==> config.mk <==
export PLATFORM = sky130hd
export DESIGN_NAME = uart_tx_packet_sink
export DESIGN_NICKNAME = d
export VERILOG_FILES = /design/src/rtl/uart_tx_packet_sink.sv
export SDC_FILE = /design/constraint.sdc
export NUM_CORES = 1
export LEC_CHECK = 0
export BUFFER_PORTS_ARGS = -buffer_cell sky130_fd_sc_hd__clkbuf_2
export CORE_AREA = 4 4 130 132
export DETAILED_ROUTE_END_ITERATION = 12
export DIE_AREA = 0 0 134 136
export PLACE_DENSITY = 0.72
export SYNTH_ARGS = -nofsm -noshare
export SYNTH_HDL_FRONTEND = slang
export SYNTH_SLANG_ARGS = --single-unit
export TNS_END_PERCENT = 1
==> constraint.sdc <==
create_clock -name clock -period 3.1 [get_ports clock]
set_clock_uncertainty 0.15 [all_clocks]
set_input_delay 0.62 -clock clock [delete_from_list [all_inputs] [get_ports clock]]
set_output_delay 0.62 -clock clock [all_outputs]
set_load 0.02 [all_outputs]
==> src/rtl/uart_tx_packet_sink.sv <==
// 8N1 UART transmitter fed from a valid/ready/last byte stream through a small FIFO.
// Frames run back-to-back while bytes are queued; packet_done marks the end of a last-tagged byte.
module uart_tx_packet_sink #(
  parameter int CLOCKS_PER_BIT = 868,
  parameter int FIFO_DEPTH     = 16
) (
  input  logic        clock,
  input  logic        clear,
  input  logic        packet_valid,
  input  logic [7:0]  packet_data,
  input  logic        packet_last,
  output logic        packet_ready,
  output logic        uart_tx,
  output logic        busy,
  output logic        packet_done,
  output logic [15:0] packet_count
);

  localparam int AW = (FIFO_DEPTH > 1) ? $clog2(FIFO_DEPTH) : 1;
  localparam int DW = (CLOCKS_PER_BIT > 1) ? $clog2(CLOCKS_PER_BIT) : 1;
  localparam logic [AW:0]   FULL_COUNT = (AW + 1)'(FIFO_DEPTH);
  localparam logic [DW-1:0] DIV_LAST   = DW'(CLOCKS_PER_BIT - 1);

  typedef enum logic [1:0] {
    ST_IDLE  = 2'd0,
    ST_START = 2'd1,
    ST_DATA  = 2'd2,
    ST_STOP  = 2'd3
  } state_t;

  logic [8:0]    mem_r [FIFO_DEPTH];
  logic [AW-1:0] wr_ptr_r;
  logic [AW-1:0] rd_ptr_r;
  logic [AW:0]   count_r;
  logic          push_s;
  logic          pop_s;
  logic          empty_s;
  logic [8:0]    head_s;

  state_t        state_r;
  state_t        state_s;
  logic [DW-1:0] div_r;
  logic [DW-1:0] div_s;
  logic          div_wrap_s;
  logic [2:0]    bit_idx_r;
  logic [2:0]    bit_idx_s;
  logic [7:0]    shift_r;
  logic [7:0]    shift_s;
  logic          last_r;
  logic          last_s;
  logic          tx_r;
  logic          tx_s;
  logic          done_r;
  logic          done_s;
  logic [15:0]   pkt_cnt_r;

  // ready comes only from the registered occupancy, never from packet_valid
  assign packet_ready = (count_r != FULL_COUNT);
  assign empty_s      = (count_r == {(AW + 1){1'b0}});
  assign push_s       = packet_valid && packet_ready;
  assign head_s       = mem_r[rd_ptr_r];
  assign div_wrap_s   = (div_r == DIV_LAST);

  assign uart_tx      = tx_r;
  assign packet_done  = done_r;
  assign packet_count = pkt_cnt_r;
  assign busy         = !empty_s || (state_r != ST_IDLE);

  // FIFO storage write port
  always_ff @(posedge clock) begin
    if (push_s) begin
      mem_r[wr_ptr_r] <= {packet_last, packet_data};
    end
  end

  // FIFO pointers and occupancy
  always_ff @(posedge clock) begin
    if (clear) begin
      wr_ptr_r <= {AW{1'b0}};
      rd_ptr_r <= {AW{1'b0}};
      count_r  <= {(AW + 1){1'b0}};
    end else begin
      if (push_s) begin
        wr_ptr_r <= wr_ptr_r + 1'b1;
      end
      if (pop_s) begin
        rd_ptr_r <= rd_ptr_r + 1'b1;
      end
      case ({push_s, pop_s})
        2'b10:   count_r <= count_r + 1'b1;
        2'b01:   count_r <= count_r - 1'b1;
        default: count_r <= count_r;
      endcase
    end
  end

  // Serialiser next-state, FIFO pop and next line level
  always_comb begin
    state_s   = state_r;
    div_s     = div_wrap_s ? {DW{1'b0}} : div_r + 1'b1;
    bit_idx_s = bit_idx_r;
    shift_s   = shift_r;
    last_s    = last_r;
    pop_s     = 1'b0;
    done_s    = 1'b0;
    tx_s      = 1'b1;
    case (state_r)
      ST_IDLE: begin
        div_s = {DW{1'b0}};
        if (!empty_s) begin
          pop_s   = 1'b1;
          shift_s = head_s[7:0];
          last_s  = head_s[8];
          state_s = ST_START;
        end else begin
          state_s = ST_IDLE;
        end
      end
      ST_START: begin
        tx_s = 1'b0;
        if (div_wrap_s) begin
          bit_idx_s = 3'd0;
          state_s   = ST_DATA;
        end else begin
          state_s = ST_START;
        end
      end
      ST_DATA: begin
        tx_s = shift_r[bit_idx_r];
        if (div_wrap_s && (bit_idx_r == 3'd7)) begin
          state_s = ST_STOP;
        end else if (div_wrap_s) begin
          bit_idx_s = bit_idx_r + 3'd1;
        end else begin
          state_s = ST_DATA;
        end
      end
      ST_STOP: begin
        tx_s = 1'b1;
        if (div_wrap_s) begin
          done_s = last_r;
          // chain straight into the next start bit when another byte is waiting
          if (!empty_s) begin
            pop_s   = 1'b1;
            shift_s = head_s[7:0];
            last_s  = head_s[8];
            state_s = ST_START;
          end else begin
            state_s = ST_IDLE;
          end
        end else begin
          state_s = ST_STOP;
        end
      end
      default: begin
        state_s = ST_IDLE;
        div_s   = {DW{1'b0}};
      end
    endcase
  end

  // Serialiser registers; tx_r follows the state one cycle later
  always_ff @(posedge clock) begin
    if (clear) begin
      state_r   <= ST_IDLE;
      div_r     <= {DW{1'b0}};
      bit_idx_r <= 3'd0;
      shift_r   <= 8'd0;
      last_r    <= 1'b0;
      tx_r      <= 1'b1;
      done_r    <= 1'b0;
      pkt_cnt_r <= 16'd0;
    end else begin
      state_r   <= state_s;
      div_r     <= div_s;
      bit_idx_r <= bit_idx_s;
      shift_r   <= shift_s;
      last_r    <= last_s;
      tx_r      <= tx_s;
      done_r    <= done_s;
      if (done_s) begin
        pkt_cnt_r <= pkt_cnt_r + 16'd1;
      end
    end
  end

endmodule

After elaboration in Yosys (flattened, before gate mapping)
Memory sizes are Yosys's and may differ from the RTL's. A register that Yosys moved wholly into a read port is not among the register bits.
Index checks and enable logic that the tools add are counted.
{ "totals": {"ff_bits": 55, "rom_bits": 0, "input_bits": 12, "n_memories": 1, "output_inout_bits": 20, "elab_cells": 75, "ramBits": 144, "latchBits": 0} }
{ "mem_list": {"columns": ["name", "depth", "width", "read_ports", "rd_clocked_by_memory_dff", "wr", "line_no", "rtl"], "rows": [
  ["mem_r", 16, 9, 1, 1, 1, "31", "logic [8:0] mem_r [FIFO_DEPTH];"]
]} }
{ "classes": {"n_eq_ne": 13, "reduce_logical": 13, "muxes": 29, "n_bitwise": 0, "div": 0, "addsub": 7, "n_mul": 0, "n_lt_le_gt_ge": 1, "n_shift": 0} }
{ "ops": {"columns": ["op", "n"], "rows": [
  ["adder 16 x 1 -> 16 bit, second input constant", 1],
  ["2-to-1 mux 8 bit", 2],
  ["case mux 8 bit (2 select lines)", 1],
  ["adder 10 x 1 -> 10 bit, second input constant", 1],
  ["== test 10 bit, second input constant", 1],
  ["2-to-1 mux 1 bit", 10],
  ["case mux 5 bit (2 select lines)", 1],
  ["2-to-1 mux 3 bit", 3],
  ["adder 4 x 1 -> 4 bit, second input constant", 2],
  ["2-to-1 mux 2 bit", 4],
  ["2-to-1 mux 4 bit", 2],
  ["inequality test 2 bit, second input constant", 4],
  ["case mux 2 bit (4 select lines)", 1],
  ["nonzero test 2 bit", 4],
  ["== test 2 bit, second input constant", 3],
  ["case mux 1 bit (2 select lines)", 3],
  ["case mux 3 bit (2 select lines)", 1],
  ["adder 5 x 1 -> 5 bit, second input constant", 1],
  ["zero test 5 bit", 1],
  ["inequality test 5 bit, second input constant", 1],
  ["subtractor 5 x 1 -> 5 bit, second input constant", 1],
  ["== test 2 x 1 -> 1 bit, second input constant", 2],
  ["less-than comparator 3 x 4 -> 1 bit, second input constant", 1],
  ["AND reduction 4 bit", 1],
  ["10 further kinds", 11]
]} }

Logic depth before layout (Yosys ltp)
Gate-level depths: netlist (run 1).
{ "depth": {"ltp_word": 6, "mapped_depth": 13, "depth_no_buf": 12} }

Worst setup path before layout (run 1)
OpenSTA, ideal clock, no wires.
{ "synth_timing": {"kind": "reg2reg", "from": "reg state_r[0]", "to": "reg count_r[4]", "path_buffers": 1, "period_less_slack_ns": 2.980, "required_time_ns": 2.890, "slack_ns": 0.120, "t_arrival_ns": 2.771, "path_stages_with_launch": 13, "setup_time_ns": 0.060, "path_cell_list": "dfxtp_1 ha_1 and4bb_2 a31oi_4 nor2_1 ha_1 buf_2 xor2_1 ha_1 a31oi_1 or4_1 a22o_1 nand2_1"} }
{ "synth_via": {"elab_chain_len": 4, "word_cells_on_any_way": 7, "classes_between": "eq/ne: 3; mux: 2; reduce/logical: 2"} }
{ "synth_lines": {"columns": ["element", "line_no", "rtl"], "rows": [
  ["start: declaration", "40", "state_t state_r;"],
  ["start signal: assignment", "174", "state_r <= state_s;"],
  ["== test 2 bit / zero test 2 bit (equally long branches)", "107", "case (state_r)"],
  ["case mux 1 bit (2 select lines) *", "107", null],
  ["via pop_s", "36", "logic pop_s;"],
  ["== test 2 x 1 -> 1 bit / == test 2 bit (equally long branches)", "89", "case ({push_s, pop_s})"],
  ["case mux 5 bit (2 select lines) / nonzero test 2 bit (equally long branches)", null, null],
  ["end signal: assignment", "90", "2'b10: count_r <= count_r + 1'b1;"],
  ["end signal: assignment", "91", "2'b01: count_r <= count_r - 1'b1;"],
  ["end signal: assignment", "92", "default: count_r <= count_r;"],
  ["end: declaration", "34", "logic [AW:0] count_r;"]
]} }
Mark *: on every way through the listed nets, which the timed path passes. The rest lies on a longest branch.
A chain may end at the register's enable or synchronous reset.

Final worst setup path (run 1)
Ends and elaborated chain as after synthesis.

==> results.json, run 1 <==
{
  "status": "completed",
  "crit_path_frequent_cell": "ha_2",
  "setup_violations": 0,
  "mostFrequentLayoutCells": "144 x edfxtp_1, 64 x nor2_1, 58 x dfxtp_1",
  "yosysWarnings": 0,
  "max_freq_mhz": 333,
  "syn_inst": 575,
  "drc": 0,
  "tightest_slew_ns": 0.773,
  "maxSlewHeadroom": 0.484,
  "p_switching_uw": 2000,
  "fp.dieH_um": 136,
  "required_ns": 3.38,
  "clkSinkCount": 203,
  "path_delay_family": "adder cells",
  "overflow": 0,
  "pwr-share-seq": 0.447,
  "intPower_uw": 5220,
  "layout.cells.most_common": "edfxtp_1",
  "path_cells": "inv_1, ha_1, o21bai_4, nor2_4, ha_2, xor2_1, ha_2, a31oi_1, or4_1, a22o_1, nand2_1",
  "io_buffers": 31,
  "p_clk_frac": 0.327,
  "ys_seq_area_frac": 0.642,
  "drt_wl_total_um": 16000,
  "die-area_um2": 18200,
  "ir_worst_vdd_v": 0.000574,
  "synth_ff_type": "edfxtp_1",
  "antenna_found_initial": 0,
  "ys_types": 57,
  "final_hold_viol_count": 0,
  "crit_buf_inv": 1,
  "p_leak_uw": 0.00327,
  "final_area_um2": 9670,
  "areaGrowthSynthToFinish_pct": 12.7,
  "clk_pin_slew_ns": 0.06,
  "holdBufCountCts": 0,
  "core_area_um2": 15700,
  "synthArstFlopShare": 0,
  "critPathMaxStageDelay_ns": 0.41,
  "finalCriticalPeriod_ns": 3.00,
  "start_util": 0.546,
  "cts_buffers": 21,
  "swShare": 0.277,
  "rows": 46,
  "place_congestion": 0.846,
  "start_kind": "flip-flop",
  "fin_nets": 656,
  "io_pins": 32,
  "cts_buffer_depth": 3,
  "syn_nets": 604,
  "place_inst": 820,
  "path_class": "flip-flop to flip-flop",
  "drt_iter0_drc": 295,
  "grt_pass1_vias": 4926,
  "grt_max_degree": 36,
  "drtPass1Iterations": 4,
  "syn_area_per_cell_um2": 14.9,
  "wl_per_cell_um": 18.7,
  "synth-edff-count": 144,
  "worstPathArrival_ns": 3.29,
  "drive_gt1_frac": 0.198,
  "p_per_area_nw_per_um2": 748,
  "cp-end-kind": "flip-flop",
  "grt_pass1_wl_um": 26000,
  "dr_total_vias": 4808,
  "synth_seq_cells": 203,
  "die_w_um": 134,
  "clk_latency_ns": 0.50,
  "drv_slew": 0,
  "synth_area_um2": 8580,
  "fin_util": 0.615,
  "maxCapViolations": 0,
  "stdcell_count": 858,
  "antenna_left": 0,
  "path_max_fanout": 6,
  "tns_ns": 0,
  "num-fill-cells": 1159,
  "placed_cell_area_um2": 9010,
  "dp_hpwl_um": 10400,
  "viasPerCell": 5.60,
  "post_cts_buffers": 0,
  "layout_worst_path_cycle_share": 0.968,
  "cts_root_buf": "clkbuf_16",
  "diodes": 0,
  "cts_tree": "done",
  "htree_levels": 1,
  "pwr-share-comb": 0.226,
  "grt_usage": 0.180,
  "cp_slowest_cell": "or4_1",
  "worstHoldPathType": "flip-flop to flip-flop"
}
==> worst paths after layout <==
kind | from | slack (ns) | depth (start not counted) | end
max | state_r[0] | 0.1 | 11 | count_r[4]
min | div_r[0] | 0.31 | 1 | div_r[0]
max reg2reg | state_r[0] | 0.1 | 11 | count_r[4]
min reg2reg | div_r[0] | 0.31 | 1 | div_r[0]
==> through the flow <==
step / power [uW] / setup WS (ns) / hold WS, ns
finish: 7230 / 0.0993 / 0.308
global route: 7560 / -0.0155 / 0.342
CTS: 7250 / 0.0460 / 0.314
detailed placement: 4860 / -0.0369 / 0.300
global placement: 4800 / 0.137 / 0.296
floorplan: 4520 / 0.120 / 0.280
==> synth_stat cells (2+ instances only) <==
cell type / n / area [um2]
edfxtp_1: 144 / 4320
nor2_1: 65 / 244
dfxtp_1: 59 / 1180
mux4_2: 23 / 518
nand2_1: 21 / 78.8
a21oi_1: 20 / 100
xnor2_1: 19 / 166
ha_1: 17 / 213
mux4_1: 15 / 394
nor3_1: 15 / 75.1
nand3_1: 14 / 70.1
mux2i_1: 13 / 130
inv_1: 12 / 45.0
clkbuf_1: 11 / 41.3
a22o_1: 10 / 87.6
xor2_1: 10 / 87.6
a211oi_1: 9 / 67.6
nor2b_1: 9 / 56.3
o21ai_0: 9 / 45.0
buf_2: 8 / 40.0
nand2b_1: 6 / 37.5
nand4_1: 5 / 31.3
nor4_1: 5 / 31.3
and3_1: 4 / 25.0
buf_4: 4 / 30.0
buf_6: 4 / 45.0
nor3b_1: 4 / 30.0
o22ai_1: 3 / 18.8
or3_1: 3 / 18.8
a21o_1: 2 / 15.0
and4_1: 2 / 17.5
and4bb_2: 2 / 25.0
buf_12: 2 / 40.0
o211ai_1: 2 / 15.0
or2_2: 2 / 12.5
==> routing by layer <==
metal / vias to the layer above / share of wire / GRT usage
met4: 0 / 0.025 / 0.0503
met2: 88 / 0.52 / 0.320
met5: - / 0 / 0
met3: 33 / 0.036 / 0.0285
li1: 2295 / - / -
met1: 2392 / 0.42 / 0.233
==> area by class of cell <==
class | count | area, um2 | area share
clock buffer | 30 | 569 | 0.0589
clock inverter | 8 | 71.3 | 0.00738
inverter | 12 | 45.0 | 0.00466
multi-input combinational | 329 | 2830 | 0.293
sequential | 203 | 5510 | 0.570
tap | 216 | 270 | 0.0280
timing repair buffer | 60 | 373 | 0.0386
==> power groups by stage <==
| stage | combinational, uW | clock, uW | sequential (uW) |
|---|---|---|---|
| global placement | 1530 | 0 | 3270 |
| CTS | 1600 | 2420 | 3230 |
| floorplan | 1320 | 0 | 3200 |
| finish | 1630 | 2360 | 3230 |
| global route | 1780 | 2530 | 3250 |
| detailed placement | 1580 | 0 | 3280 |
==> cells by family (layout without fill, tap and decap cells) <==
group           after synthesis  count (layout)  share of synthesized area
simple gates                165             165                     0.0963
mux                          52              52                      0.123
flops                       203             203                      0.642
buf+inv                      43             110                     0.0306
xor+xnor                     29              29                     0.0296
fa+ha+maj                    17              17                     0.0248
compound gates               66              66                     0.0543
==> flip-flops by register name, indices dropped and copies added, names as in the netlist, named ones only <==
register      flops
state_r           2
count_r           5
packet_done       1
shift_r           8
mem_r           144
rd_ptr_r          4
bit_idx_r         3
wr_ptr_r          4
last_r            1
packet_count     16
div_r            10
uart_tx           1
==> timing repair <==
item / CTS / global route
hold endpoints to repair: 0 / 0
cloned: 0 / 0
endpoints found under the setup margin: 1 / 2
gates resized for setup: 1 / 4
No activity file was read; power rests on OpenSTA's default activity.
==> inputs of run 2 (changes only) <==
Settings changed: BUFFER_PORTS_ARGS -buffer_cell sky130_fd_sc_hd__clkbuf_2 to -buffer_cell sky130_fd_sc_hd__buf_4.
==> results.json, run 2 (synthesized netlist as in run 1, its figures left out) <==
{
  "areaGrowthSynthToFinish_pct": 14.1,
  "ir_worst_vdd_v": 0.000641,
  "grt_max_degree": 55,
  "clk_pin_slew_ns": 0.06,
  "cp-end-kind": "flip-flop",
  "whs_ns": 0.270,
  "grt_setup_unrepaired": "no",
  "cts_root_buf": "clkbuf_16",
  "drive_gt1_frac": 0.202,
  "setup_violations": 0,
  "htree_levels": 1,
  "fp.dieH_um": 136,
  "multi_input_area_um2": 2820,
  "worstHoldPathType": "input pin to flip-flop",
  "crit_path_frequent_cell": "ha_2",
  "drt_iter0_drc": 328,
  "cp_slowest_cell": "or4_1",
  "p_leak_uw": 0.00332,
  "start_kind": "flip-flop",
  "wl_per_cell_um": 18.8,
  "die_w_um": 134,
  "crit_buf_inv": 1,
  "total_power_uw": 7340,
  "path_cells": "inv_1, ha_1, o21bai_4, nor2_2, ha_2, xor2_1, ha_2, a31oi_1, or4_1, a22o_1, nand2_1",
  "fin_nets": 656,
  "finalCriticalPeriod_ns": 2.98,
  "overflow": 0,
  "dp_hpwl_um": 10500,
  "cts_tree": "done",
  "largest_register": "mem_r",
  "grt_pass1_wl_um": 26400,
  "wl_met1_um": 6870,
  "drc": 0,
  "num-fill-cells": 1167,
  "path_class": "flip-flop to flip-flop",
  "cts_buffer_depth": 3,
  "core_area_um2": 15700,
  "clkSinkCount": 203,
  "die-area_um2": 18200,
  "io_pins": 32,
  "setup_slack_ns": 0.125,
  "critPathMaxStageDelay_ns": 0.42,
  "seq_area_um2": 5510,
  "layout.cells.most_common": "edfxtp_1",
  "drt_wl_total_um": 16100,
  "antenna_found_initial": 0,
  "maxSlewHeadroom": 0.465,
  "met3WireLength_um": 639,
  "path_delay_family": "adder cells",
  "largest_register_ffs": 144,
  "drv_slew": 0,
  "mostFrequentLayoutCells": "144 x edfxtp_1, 64 x nor2_1, 59 x buf_4",
  "diodes": 0,
  "io_buffers": 31,
  "grt_pass1_vias": 4950,
  "layout_worst_path_cycle_share": 0.960,
  "cts_buffers": 21,
  "clk_latency_ns": 0.50,
  "drtPass1Iterations": 4,
  "start_util": 0.546,
  "viasPerCell": 5.66,
  "place_congestion": 0.828,
  "antenna_left": 0,
  "post_cts_buffers": 0,
  "dr_total_vias": 4858,
  "met2WireLength_um": 8300,
  "p_per_area_nw_per_um2": 750,
  "worstPathArrival_ns": 3.25,
  "max_freq_mhz": 336,
  "fin_util": 0.623,
  "required_ns": 3.38,
  "maxCapViolations": 0,
  "place_ws_ns": -0.0121,
  "path_max_fanout": 6,
  "status": "completed",
  "rows": 46,
  "topRoutingLayerUsed": "met4",
  "final_hold_viol_count": 0,
  "grt_usage": 0.182,
  "tightest_slew_ns": 0.801
}
==> run 2: changes by cell type in the layout (fill, tap and decap cells not counted), moves of 2 or more <==
cell	before	now
buf_4	29	59
clkbuf_1	8	3
clkinv_2	2	4
clkbuf_2	31	0
==> run 2: layer usage <==
layer  GRT usage  up-vias
met5           0        -
met4      0.0451        0
met1       0.238     2432
met3      0.0274       36
met2       0.322       98
li1            -     2292
==> run 2: layout make-up <==
| class | instances | share of cell area |
|---|---|---|
| Inverter | 12 | 0.00460 |
| Timing Repair Buffer | 60 | 0.0473 |
| Clock buffer | 26 | 0.0588 |
| Sequential cell | 203 | 0.562 |
| Clock inverter | 12 | 0.0114 |
| Multi-Input combinational cell | 329 | 0.288 |
| Tap cell | 216 | 0.0276 |
==> run 2: through the flow <==
stage / setup TNS, ns / instance area, um2 / std cells
4_1_cts: 0 / 9790 / 858
6_report: 0 / 9790 / 858
3_3_place_gp: 0 / 9100 / 820
5_1_grt: 0 / 9790 / 858
2_1_floorplan: 0 / 8580 / 575
3_5_place_dp: -0.0121 / 9100 / 820
==> run 2: power breakdown <==
group	switching (uW)	internal [uW]	total, uW
combinational	883	799	1680
sequential	113	3070	3190
clock	988	1490	2470
total	1980	5360	7340
==> run 2: path summary, 6_finish.rpt <==
kind	start	end	slack (ns)	cells past startpoint
min	packet_data[6]	mem_r[2][6]	0.27	1
max reg2reg	state_r[0]	count_r[4]	0.12	11
min reg2reg	shift_r[7]	shift_r[7]	0.33	1
max	state_r[0]	count_r[4]	0.12	11
==> run 2: repair_timing <==
action / 4_1_cts / 5_1_grt
endpoints found under the setup margin: 1 / 1
hold buffers: 0 / 0
endpoints found under the hold margin: 0 / 0
cloned: 0 / 0
gates resized for setup: 1 / 2
==> inputs of run 3 (changes only) <==
Settings changed: PLACE_DENSITY 0.72 to 0.82.
==> results.json, run 3 (synthesized netlist as in run 1, its figures left out) <==
{
  "cts_resized": 0,
  "dr_total_vias": 4951,
  "cts_buffers": 21,
  "layout_worst_path_cycle_share": 0.947,
  "maxSlewHeadroom": 0.503,
  "htree_levels": 1,
  "cts_root_buf": "clkbuf_16",
  "drt_wl_total_um": 16700,
  "stdcell_count": 857,
  "drtPass1Iterations": 5,
  "dp_hpwl_um": 10800,
  "grt_pass1_vias": 5044,
  "drt_iter0_drc": 503,
  "path_class": "flip-flop to flip-flop",
  "setup_violations": 0,
  "rows": 46,
  "grt_setup_unrepaired": "no",
  "layout.cells.most_common": "edfxtp_1",
  "max_freq_mhz": 340,
  "grt_max_degree": 55,
  "path_cells": "inv_1, ha_1, o21bai_4, nor2_1, ha_2, buf_4, and3b_1, o21ai_0, o41ai_1, or4b_1, o211ai_1",
  "p_per_area_nw_per_um2": 749,
  "cp-end-kind": "flip-flop",
  "diodes": 0,
  "largest_register": "mem_r",
  "tns_ns": 0,
  "viasPerCell": 5.78,
  "drc": 0,
  "holdBufCountCts": 0,
  "ir_worst_vdd_v": 0.000603,
  "drive_gt1_frac": 0.197,
  "place_inst": 819,
  "fin_nets": 655,
  "post_cts_buffers": 0,
  "largest_register_ffs": 144,
  "cts_tree": "done",
  "clk_pin_slew_ns": 0.06,
  "place_congestion": 0.820,
  "start_util": 0.546,
  "whs_ns": 0.286,
  "total_power_uw": 7290,
  "path_max_fanout": 7,
  "core_area_um2": 15700,
  "areaGrowthSynthToFinish_pct": 13.5,
  "worstHoldPathType": "input pin to flip-flop",
  "drv_slew": 0,
  "antenna_found_initial": 0,
  "status": "completed",
  "multi_input_area_um2": 2820,
  "mostFrequentLayoutCells": "144 x edfxtp_1, 65 x nor2_1, 59 x buf_4",
  "clk_latency_ns": 0.49,
  "finalCriticalPeriod_ns": 2.94,
  "cts_buffer_depth": 3,
  "critPathMaxStageDelay_ns": 0.51,
  "maxCapViolations": 0,
  "fp.dieH_um": 136,
  "grt_pass1_wl_um": 27300,
  "tightest_slew_ns": 0.745,
  "overflow": 0,
  "seq_area_um2": 5510,
  "p_leak_uw": 0.00328,
  "wl_per_cell_um": 19.5,
  "io_buffers": 31,
  "io_pins": 32,
  "required_ns": 3.36,
  "die-area_um2": 18200,
  "place_ws_ns": 0.149,
  "start_kind": "flip-flop",
  "final_hold_viol_count": 0,
  "antenna_left": 0,
  "num-fill-cells": 1128,
  "worstPathArrival_ns": 3.20,
  "die_w_um": 134,
  "cp_slowest_cell": "or4b_1",
  "grt_usage": 0.191,
  "setup_slack_ns": 0.163,
  "clkSinkCount": 203
}
[run 3: cell count changes in the layout (fill, tap and decap cells not counted), sizes merged]
cell | before | now
bufinv | 2 | 1
buf | 60 | 59
clkbuf | 26 | 32
clkinv | 8 | 2
inv | 13 | 14
[run 3: power breakdown]
| part | switching (uW) | internal (uW) | leakage (uW) | total (uW) |
|---|---|---|---|---|
| sequential | 163 | 3070 | 0.00178 | 3240 |
| combinational | 871 | 801 | 0.00119 | 1670 |
| clock | 984 | 1400 | 0.000313 | 2380 |
| total | 2020 | 5270 | 0.00328 | 7290 |
[run 3: cell type report]
type / count / area share
Multi-Input combinational cell: 329 / 0.290
Clock inverter: 6 / 0.00656
Clock buffer: 32 / 0.0603
Timing Repair Buffer: 59 / 0.0455
Sequential cell: 203 / 0.566
Inverter: 12 / 0.00463
Tap cell: 216 / 0.0278
[run 3: final timing paths]
| kind | startpoint | endpoint | slack, ns | cells past startpoint |
|---|---|---|---|---|
| min reg2reg | div_r[0] | div_r[0] | 0.32 | 1 |
| min | packet_data[4] | mem_r[15][4] | 0.29 | 1 |
| max reg2reg | state_r[0] | count_r[3] | 0.16 | 11 |
| max | state_r[0] | count_r[3] | 0.16 | 11 |
[run 3: metal layers]
| metal | GRT usage | part of all wire |
|---|---|---|
| met5 | 0 | 0 |
| met1 | 0.245 | 0.42 |
| met3 | 0.0337 | 0.051 |
| met4 | 0.0606 | 0.023 |
| met2 | 0.332 | 0.51 |
[run 3: through the flow]
stage,instance area (um2),utilization
after floorplan,8580,-
after global placement,9080,0.578
after detailed placement,9080,0.578
after CTS,9730,0.619
after global routing,9730,0.620
final,9730,0.620
[run 3: critical path, delay by kind of cell, from the launching register on]
family	cells	cell delay [ns]
buffers and inverters	2	0.28
AND/OR/NAND/NOR	3	0.86
flip-flops	1	0.38
adder cells (fa/ha/maj)	2	0.63
AO/OA/AOI/OAI	4	0.56
